`config.mk`:
```
export PLATFORM = sky130hd
export DESIGN_NAME = booth_r4_mult_param
export DESIGN_NICKNAME = d
export VERILOG_FILES = /design/src/rtl/booth_r4_mult_param.sv
export SDC_FILE = /design/constraint.sdc
export NUM_CORES = 1
export LEC_CHECK = 0
export ABC_AREA = 1
export CORE_MARGIN = 2
export CORE_UTILIZATION = 45
export DETAILED_ROUTE_END_ITERATION = 12
export PLACE_DENSITY = 0.67
export SETUP_SLACK_MARGIN = 0.1
export SYNTH_ARGS = -nofsm -noshare
export SYNTH_HDL_FRONTEND = slang
export SYNTH_SLANG_ARGS = --single-unit
```
`constraint.sdc`:
```
create_clock -name clk -period 5.19 [get_ports clk]
set_clock_uncertainty 0.15 [all_clocks]
set_input_delay 0.519 -clock clk [delete_from_list [all_inputs] [get_ports clk]]
set_output_delay 0.519 -clock clk [all_outputs]
set_load 0.05 [all_outputs]
```
`src/rtl/booth_r4_mult_param.sv`:
```
// Parametrised radix-4 Booth sequential multiplier with signed/unsigned mode and go/done handshake.
// Optional multiply-accumulate build enabled by defining BOOTH_MAC_EN (adds the acc_clr input).
module booth_r4_mult_param #(
  parameter int WIDTH = 8
) (
  input  logic               clk,
  input  logic               rst,
  input  logic               go,
  input  logic               signed_mode,
  input  logic [WIDTH-1:0]   mcand,
  input  logic [WIDTH-1:0]   mplier,
`ifdef BOOTH_MAC_EN
  input  logic               acc_clr,
`endif
  output logic [2*WIDTH-1:0] product,
  output logic               busy,
  output logic               done,
  output logic [1:0]         state
);

  localparam int E  = WIDTH + 2;
  localparam int N  = E / 2;
  localparam int CW = $clog2(N + 1);

  if ((WIDTH % 2) != 0 || WIDTH < 4) begin : g_width_check
    $error("booth_r4_mult_param: WIDTH must be even and >= 4");
  end

  typedef enum logic [1:0] {
    S_IDLE = 2'b00,
    S_RUN  = 2'b01,
    S_DONE = 2'b10
  } state_e;

  state_e             state_q, state_d;
  logic [E-1:0]       acc_q, acc_d;
  logic [E-1:0]       mreg_q, mreg_d;
  logic [E-1:0]       mcand_q, mcand_d;
  logic               qm1_q, qm1_d;
  logic [CW-1:0]      cnt_q, cnt_d;
  logic [2*WIDTH-1:0] product_q, product_d;
`ifdef BOOTH_MAC_EN
  logic               acc_clr_q, acc_clr_d;
`endif

  logic [2:0]         digit;
  logic [E:0]         term;
  logic [E:0]         sum;
  logic [E-1:0]       acc_run;
  logic [E-1:0]       mreg_run;
  logic [2*WIDTH-1:0] result;
  logic [E-1:0]       mcand_ext;
  logic [E-1:0]       mplier_ext;

  // Operands are widened by two bits so unsigned values stay positive under signed recoding.
  always_comb begin
    mcand_ext  = signed_mode ? {{2{mcand[WIDTH-1]}}, mcand}   : {2'b00, mcand};
    mplier_ext = signed_mode ? {{2{mplier[WIDTH-1]}}, mplier} : {2'b00, mplier};
  end

  always_comb begin
    digit = {mreg_q[1:0], qm1_q};
    term  = '0;
    unique case (digit)
      3'b001, 3'b010: term = {mcand_q[E-1], mcand_q};
      3'b011:         term = {mcand_q, 1'b0};
      3'b100:         term = -{mcand_q, 1'b0};
      3'b101, 3'b110: term = -{mcand_q[E-1], mcand_q};
      default:        term = '0;
    endcase
    sum      = {acc_q[E-1], acc_q} + term;
    // Arithmetic shift of {sum, mreg, q(-1)} by two; acc keeps E bits, the spare sign bit folds in.
    acc_run  = {sum[E], sum[E:2]};
    mreg_run = {sum[1:0], mreg_q[E-1:2]};
    result   = {acc_run[E-5:0], mreg_run};
  end

  // FSM state register
  always_ff @(posedge clk or negedge rst) begin
    if (!rst) begin
      state_q <= S_IDLE;
    end else begin
      state_q <= state_d;
    end
  end

  always_comb begin
    state_d = state_q;
    unique case (state_q)
      S_IDLE:  if (go) state_d = S_RUN;
      S_RUN:   if (cnt_q == CW'(1)) state_d = S_DONE;
      S_DONE:  state_d = S_IDLE;
      default: state_d = S_IDLE;
    endcase
  end

  always_comb begin
    acc_d     = acc_q;
    mreg_d    = mreg_q;
    mcand_d   = mcand_q;
    qm1_d     = qm1_q;
    cnt_d     = cnt_q;
    product_d = product_q;
`ifdef BOOTH_MAC_EN
    acc_clr_d = acc_clr_q;
`endif
    unique case (state_q)
      S_IDLE: begin
        if (go) begin
          acc_d     = '0;
          mreg_d    = mplier_ext;
          mcand_d   = mcand_ext;
          qm1_d     = 1'b0;
          cnt_d     = CW'(N);
`ifdef BOOTH_MAC_EN
          acc_clr_d = acc_clr;
`endif
        end
      end
      S_RUN: begin
        acc_d  = acc_run;
        mreg_d = mreg_run;
        qm1_d  = mreg_q[1];
        cnt_d  = cnt_q - CW'(1);
        if (cnt_q == CW'(1)) begin
`ifdef BOOTH_MAC_EN
          product_d = (acc_clr_q ? '0 : product_q) + result;
`else
          product_d = result;
`endif
        end
      end
      default: ;
    endcase
  end

  always_ff @(posedge clk or negedge rst) begin
    if (!rst) begin
      acc_q     <= '0;
      mreg_q    <= '0;
      mcand_q   <= '0;
      qm1_q     <= 1'b0;
      cnt_q     <= '0;
      product_q <= '0;
`ifdef BOOTH_MAC_EN
      acc_clr_q <= 1'b0;
`endif
    end else begin
      acc_q     <= acc_d;
      mreg_q    <= mreg_d;
      mcand_q   <= mcand_d;
      qm1_q     <= qm1_d;
      cnt_q     <= cnt_d;
      product_q <= product_d;
`ifdef BOOTH_MAC_EN
      acc_clr_q <= acc_clr_d;
`endif
    end
  end

  assign product = product_q;
  assign busy    = (state_q == S_RUN);
  assign done    = (state_q == S_DONE);
  assign state   = state_q;

endmodule

```
After elaboration in Yosys (flattened, before gate mapping)
Index checks and enable logic that the tools add are counted.
- register bits after elaboration: 52
- input port bits: 20
- output and inout port bits: 20
- $add $sub $neg: 4
- eq/ne operators: 11
- mux-type cells: 14
- reductions and logical operators: 8
- operator list (cell ; number):
    $pmux 11 s4 ; 1
    $mux 10 ; 4
    $pmux 10 s2 ; 2
    $neg 11->11 ; 2
    $add 11x11->11 ; 1
    $eq 3x3->1 const B ; 3
    $reduce_and 2->1 ; 4
    $eq 3x1->1 const B ; 2
    $eq 3x2->1 const B ; 2
    $pmux 3 s2 ; 1
    $mux 2 ; 2
    $pmux 2 s2 ; 1
    $reduce_or 2->1 ; 2
    $mux 3 ; 1
    $sub 3x1->3 const B ; 1
    $eq 2x1->1 const B ; 1
    $eq 2x2->1 const B ; 1
    $logic_not 2->1 ; 1
    $ne 2x1->1 const B ; 1
    $ne 2x2->1 const B ; 1
    $pmux 1 s2 ; 1
    $reduce_bool 2->1 ; 1
    $mux 1 ; 1

Longest topological paths before layout
Gate-level depths: netlist of the first run.
- depth in word-level cells: 5
- mapped depth: 19
- mapped depth without buffers: 19

Least setup slack after synthesis of the first run
No wires, ideal clock.
- kind: register to register
- start: reg mcand_q[1]
- end: reg acc_q[4]
- setup time: 0.118 ns
- arrival time: 2.366 ns
- setup slack: 2.556 ns
- cell stages (with the launch flop): 16
- buffers on the path: 0
- clock period less this slack: 2.634 ns
- path through: dfrtp_1 inv_1 ha_1 inv_1 nor3_2 xor2_1 o22ai_1 a21oi_1 nand2_1 ha_1 a21oi_1 a21boi_2 inv_2 or2_1 nand3_1 nand2_1
- longest elaborated chain between the ends: 4
- elaborated cells on any way between the ends: 5
- ends and longest elaborated chain (element ; RTL line ; text):
    start, declared ; 38 ; logic [E-1:0] mcand_q, mcand_d;
    start signal, assigned ; 151 ; mcand_q <= mcand_d;
    $neg 11->11 (on tied branches) ; 68, 67 ;
    $pmux 11 s4 (*) ; 64 ; unique case (digit)
    $add 11x11->11 (*) ; 71 ; sum = {acc_q[E-1], acc_q} + term;
    $pmux 10 s2 (*) ; 107 ; unique case (state_q)
    end signal, assigned ; 139 ; acc_q <= '0;
    end signal, assigned ; 149 ; acc_q <= acc_d;
    end, declared ; 36 ; logic [E-1:0] acc_q, acc_d;
Every way passes the cells marked *; elsewhere a longest branch is shown, timed or not.
A chain may end at the register's enable or synchronous reset.

Worst setup path in the final report of the first run
- start: reg mcand_q[1]
- end: reg product_q[14], in the netlist product[14]
- longest elaborated chain between the ends: 3
- elaborated cells on any way between the ends: 4
- ends and longest elaborated chain (element ; RTL line ; text):
    $neg 11->11 (on tied branches) ; 68, 67 ;
    $pmux 11 s4 (*) ; 64 ;
    $add 11x11->11 (*) ; 71 ;
    end signal, assigned ; 154 ; product_q <= product_d;
    end, declared ; 41 ; logic [2*WIDTH-1:0] product_q, product_d;
Marked as above.

==> results of run 1 <==
[worst max-delay path by stage]
stage | endpoint | slack, ns | startpoint | cells after the start
after floorplan | acc_q[4] | 2.56 | mcand_q[1] | 15
after global placement | product[14] | 2.39 | mcand_q[1] | 15
after detailed placement | product[13] | 2.27 | mcand_q[1] | 14
after CTS | product[13] | 2.25 | mcand_q[1] | 14
after global routing | product[13] | 1.93 | mcand_q[1] | 14
final | product[14] | 2.27 | mcand_q[1] | 15
[registers in the layout, summed over array words and instances (netlist names)]
name	flops
product	16
mreg_q	10
acc_q	9
mcand_q	9
cnt_q	3
state	2
qm1_q	1
[layer usage]
layer / track usage (%) / part of all wire, %
met3: 3.46 / 4.0
met5: 0 / 0
met1: 27.9 / 50
met4: 5.19 / 1.3
met2: 32.1 / 45
[cells by family (layout without fill, tap and decap cells)]
logic type / after synthesis / after routing / share of synthesized area (%)
xor gates and xnor gates: 9 / 9 / 2.61
DFF: 50 / 50 / 41.4
AOI/OAI and AO/OA: 92 / 92 / 18.7
adders and majority gates: 14 / 14 / 6.04
and+or+nand+nor: 141 / 141 / 22.7
buffers and inverters: 59 / 97 / 8.52
[area by class of cell]
type | instances | area share (%)
Sequential cell | 50 | 35.1
Tap cell | 77 | 2.70
Clock inverter | 2 | 1.09
Inverter | 49 | 5.23
Clock buffer | 6 | 2.32
Multi-Input combinational cell | 256 | 42.5
Timing Repair Buffer | 40 | 11.0
[metrics by stage]
step           hold WS [ns]  instance area (um2)  std cells  util [%]  setup slack (ns)
6_report              0.148                 3560        480      55.5              2.27
5_1_grt               0.220                 3560        480      55.5              1.93
4_1_cts               0.183                 3560        480      55.5              2.25
3_5_place_dp          0.319                 3440        472      53.6              2.27
3_3_place_gp          0.314                 3440        472      53.6              2.39
2_1_floorplan        0.0734                 3030        365         -              2.56
[worst max-delay path, cell delays in order (launching register included)]
cell and delay, ns:
dfrtp_1 0.42, inv_1 0.12, ha_1 0.19, inv_1 0.09, nor3_2 0.17, xor2_1 0.21, o22ai_1 0.09, a21oi_1 0.11
nand2_1 0.08, ha_1 0.35, a21oi_1 0.20, a21boi_2 0.25, inv_2 0.05, or2_1 0.22, nand3_1 0.07, nand2_1 0.05
[layout by cell type (no fill, tap or decap), drive strengths merged, types with 2 or more instances in the layout]
master | netlist | final
nor3 | 4 | 4
ha | 13 | 13
nor2 | 24 | 24
a31oi | 2 | 2
nand2 | 88 | 88
clkbuf | 3 | 6
nand3 | 17 | 17
dfrtp | 50 | 50
a22oi | 2 | 2
xor2 | 5 | 5
buf | 7 | 2
nand4 | 6 | 6
clkdlybuf4s50 | 0 | 38
inv | 49 | 50
o22ai | 6 | 6
or2 | 2 | 2
xnor2 | 4 | 4
a21oi | 20 | 20
a21boi | 2 | 2
o21ai | 52 | 52
o221ai | 2 | 2
==> out/qor.yml, run 1 <==
status:
  outcome: "finished clean"
setup_path:
  critPathMaxFanout: 5
  r2r_setup_slack_ns: 2.27
  start_kind: "flop"
  worstPathArrival_ns: 2.98
  end_kind: "flop"
  reg2reg_depth: 15
  r2r_end: "product[14]"
  worstSetupPathType: "flop to flop"
  crit_required_ns: 5.25
  rr_startpoint: "mcand_q[1]"
run:
  drv_cap: 0
worst_hold_path:
  worstHoldPathType: "input pin to async pin"
detailed_routing:
  drc_errors: 0
  drt-initial-drc-count: 111
  routed_wl_um: 6800
  vias_per_cell: 5.31
  num_vias: 2551
  ant_nets: 0
  detail_route.first_pass.iterations: 4
  wire_per_inst_um: 14.2
grt:
  grt_overflow: 0
  grt_usage_pct: 20.0
  grt_pass1_vias: 2459
  antenna_found_initial: 0
  grt_max_degree: 51
  grt_pass1_wl_um: 11800
yosys:
  ys_top_cells_by_area: "dfrtp_1, nand2_1, ha_1"
  synth_cells: 365
  yosysTopAreaCell: "dfrtp_1"
  synth-edff-count: 0
  synth-async-reset-ratio_pct: 100
  ys_seq_elements: 50
  netlist.area_leader.share_pct: 41.4
  synth_commonest_cells: "nand2_1, dfrtp_1, inv_1"
  synth_most_common_cell: "nand2_1"
  syn-mean-instance-area_um2: 8.29
  yosysUniqueCellTypes: 41
  synth_warnings: 0
  ys_seq_area_share_pct: 41.4
  syn-num-nets: 399
  synth_ff_type: "dfrtp_1"
  netlist_area_um2: 3030
timing:
  drv_slew: 0
  slew_headroom_pct: 40.9
  finalSetupTns_ns: 0
  hold_viol_final: 0
  worst_slew_pin_slew_ns: 0.885
  fmax_mhz: 342
  rsz0062_at_grt: "no"
  post-route-period-util_pct: 56.3
  setup_violations: 0
  period_needed_ns: 2.92
cts:
  cts_tree: "built"
  clk_pin_slew_ns: 0.10
  post-cts-setup-buffer-count: 0
  cts_buffers: 5
  insertion_delay_ns: 0.31
  cts.sinks: 50
  cts_root_buf: "clkbuf_8"
  htree_num_levels: 2
  ctsResizeCount: 0
  clockBufferDepth: 2
  cts_hold_buf: 0
finish:
  antenna_cells: 0
  drive_gt1_share_pct: 13.2
  nets: 436
  syn2layout_area_growth_pct: 17.8
  regArea_um2: 1250
  multi_input_area_um2: 1520
  fill_cells: 591
floorplanning:
  die-width_um: 86.0
  num_rows: 29
  start_util_pct: 47.1
  core_um2: 6420
  die_h_um: 86.0
  dieArea_um2: 7400
  io_pins: 40
place:
  port_buffers: 39
  gp_congestion: 0.996
  hpwl_um: 4960
Power of run 1 is not shown: default switching activity piles up to over one toggle a cycle in this logic, so the estimate is an artifact.
==> run 2: changes to the inputs <==
clock period = 2.85 ns   (was 5.19 ns; I/O delays follow)
==> out/qor.yml, run 2 (synthesis gave the netlist of run 1 again) <==
cts:
  insertion_delay_ns: 0.31  # about the same
  cts.sinks: 50  # unchanged
  cts_root_buf: "clkbuf_8"
  htree_num_levels: 2  # unchanged
  cts_buffers: 5  # unchanged
  clockBufferDepth: 2  # unchanged
  clk_pin_slew_ns: 0.09  # about the same
  cts_tree: "built"
timing:
  drv_slew: 0  # unchanged
  slew_headroom_pct: 65.2  # +24 points
  fmax_mhz: 374  # +9.1%
  hold_viol_final: 0  # unchanged
  post-route-period-util_pct: 93.9  # +38 points
  worst_slew_pin_slew_ns: 0.520  # -0.365 ns
  period_needed_ns: 2.68  # -0.244 ns
  setup_violations: 0  # unchanged
  rsz0062_at_grt: "yes"
  fin_ws_ns: 0.174  # -2.10 ns
detailed_routing:
  ant_nets: 0  # unchanged
  routed_wl_um: 7170  # +5.4%
  vias_per_cell: 5.33  # +0.21%
  drt-initial-drc-count: 97  # -13%
  drc_errors: 0  # unchanged
  detail_route.first_pass.iterations: 4  # unchanged
  num_vias: 2615  # +2.5%
  wire_per_inst_um: 14.6  # +3.0%
setup_path:
  worstSetupPathType: "flop to flop"
  slowest_delay_ns: 0.38  # -0.04 ns
  path_common_cell: "nand2_1"
  critPathMaxFanout: 5  # unchanged
  start_kind: "flop"
  critPathSlowestCell: "a221o_1"
  crit_required_ns: 2.90  # -2.35 ns
  critical_path_buf_inv_count: 2  # -1
  crit_chain: "inv_2 > ha_4 > buf_4 > xnor2_1 > a221o_1 > ha_2 > nand2_1 > nand2_1 > o21bai_1 > nand4_1 > nand2_2 > or2_1 > nand3_1 > nand2_1"
  worstPathArrival_ns: 2.73  # -0.25 ns
  end_kind: "flop"
  cpLargestDelayFamily: "simple AND/OR/NAND/NOR gates"
finish:
  regArea_um2: 1250  # about the same
  syn2layout_area_growth_pct: 24.2
  drive_gt1_share_pct: 20.8  # +7.6 points
  fill_cells: 600  # +1.5%
  largest_reg_flops: 16  # unchanged
  fin_area_um2: 3760  # +5.4%
  layout_common_cells: "nand2_1, dfrtp_1, clkdlybuf4s50_1"
  antenna_cells: 0  # unchanged
  nets: 448  # +2.8%
  final_common_cell: "nand2_1"
  multi_input_area_um2: 1650  # +8.8%
place:
  place_area_um2: 3480  # +1.1%
  place_ws_ns: -0.00558  # -2.28 ns
  gp_congestion: 0.949  # -4.8%
  port_buffers: 39  # unchanged
  hpwl_um: 5270  # +6.1%
floorplanning:
  start_util_pct: 47.1  # unchanged
  die_h_um: 86.0  # unchanged
  core_um2: 6420  # unchanged
  num_rows: 29  # unchanged
  die-width_um: 86.0  # unchanged
  dieArea_um2: 7400  # unchanged
  io_pins: 40  # unchanged
grt:
  grt_usage_pct: 20.8  # +0.83 points
  grt_max_degree: 25  # -51%
  grt_overflow: 0  # unchanged
  grt_pass1_vias: 2643  # +7.5%
  grt_pass1_wl_um: 12200  # +3.5%
  antenna_found_initial: 0  # unchanged
run:
  drv_cap: 0  # unchanged
worst_hold_path:
  worstHoldPathType: "input pin to async pin"
status:
  outcome: "finished clean"
-- run 2: repair_timing --
action	in CTS	in global routing
hold endpoints to repair	19	0
pin swaps	6	8
gates resized for setup	10	25
endpoints found under the setup margin	9	11
setup buffers	5	1
hold buffers	1	0
-- run 2: routing by layer --
layer	track usage, %	part of all wire, %
met1	28.6	47
met2	31.9	47
met3	4.62	4.3
met4	8.08	1.8
met5	0	0
-- run 2: final cells by class --
class / count / area share (%)
clock inverters: 2 / 0.366
flip-flops and latches: 50 / 33.3
inverters: 49 / 5.03
repair buffers: 52 / 12.9
well taps: 77 / 2.56
multi-input cells: 256 / 43.9
clock buffers: 5 / 1.83
-- run 2: per-stage QoR --
stage               setup TNS, ns  util [%]  hold slack [ns]  cells
detailed placement       -0.00558      54.2            0.121    477
global route              -0.0538      58.5            0.340    491
global placement                0      54.2            0.111    477
CTS                             0      56.7            0.317    490
floorplan                       0         -           -0.161    365
finish                          0      58.5            0.302    491
-- run 2: final timing paths --
path / from / endpoint / slack (ns) / cells after the start
hold reg to reg: product[7] / product[7] / 0.34 / 2
max in group asynchronous: rst / acc_q[6] / 1.64 / 3
hold / removal: rst / product[6] / 0.30 / 2
setup / recovery: mcand_q[1] / product[15] / 0.17 / 14
setup reg to reg: mcand_q[1] / product[15] / 0.17 / 14
min in group clk: product[7] / product[7] / 0.34 / 2
Power of run 2 is left out for the same reason.
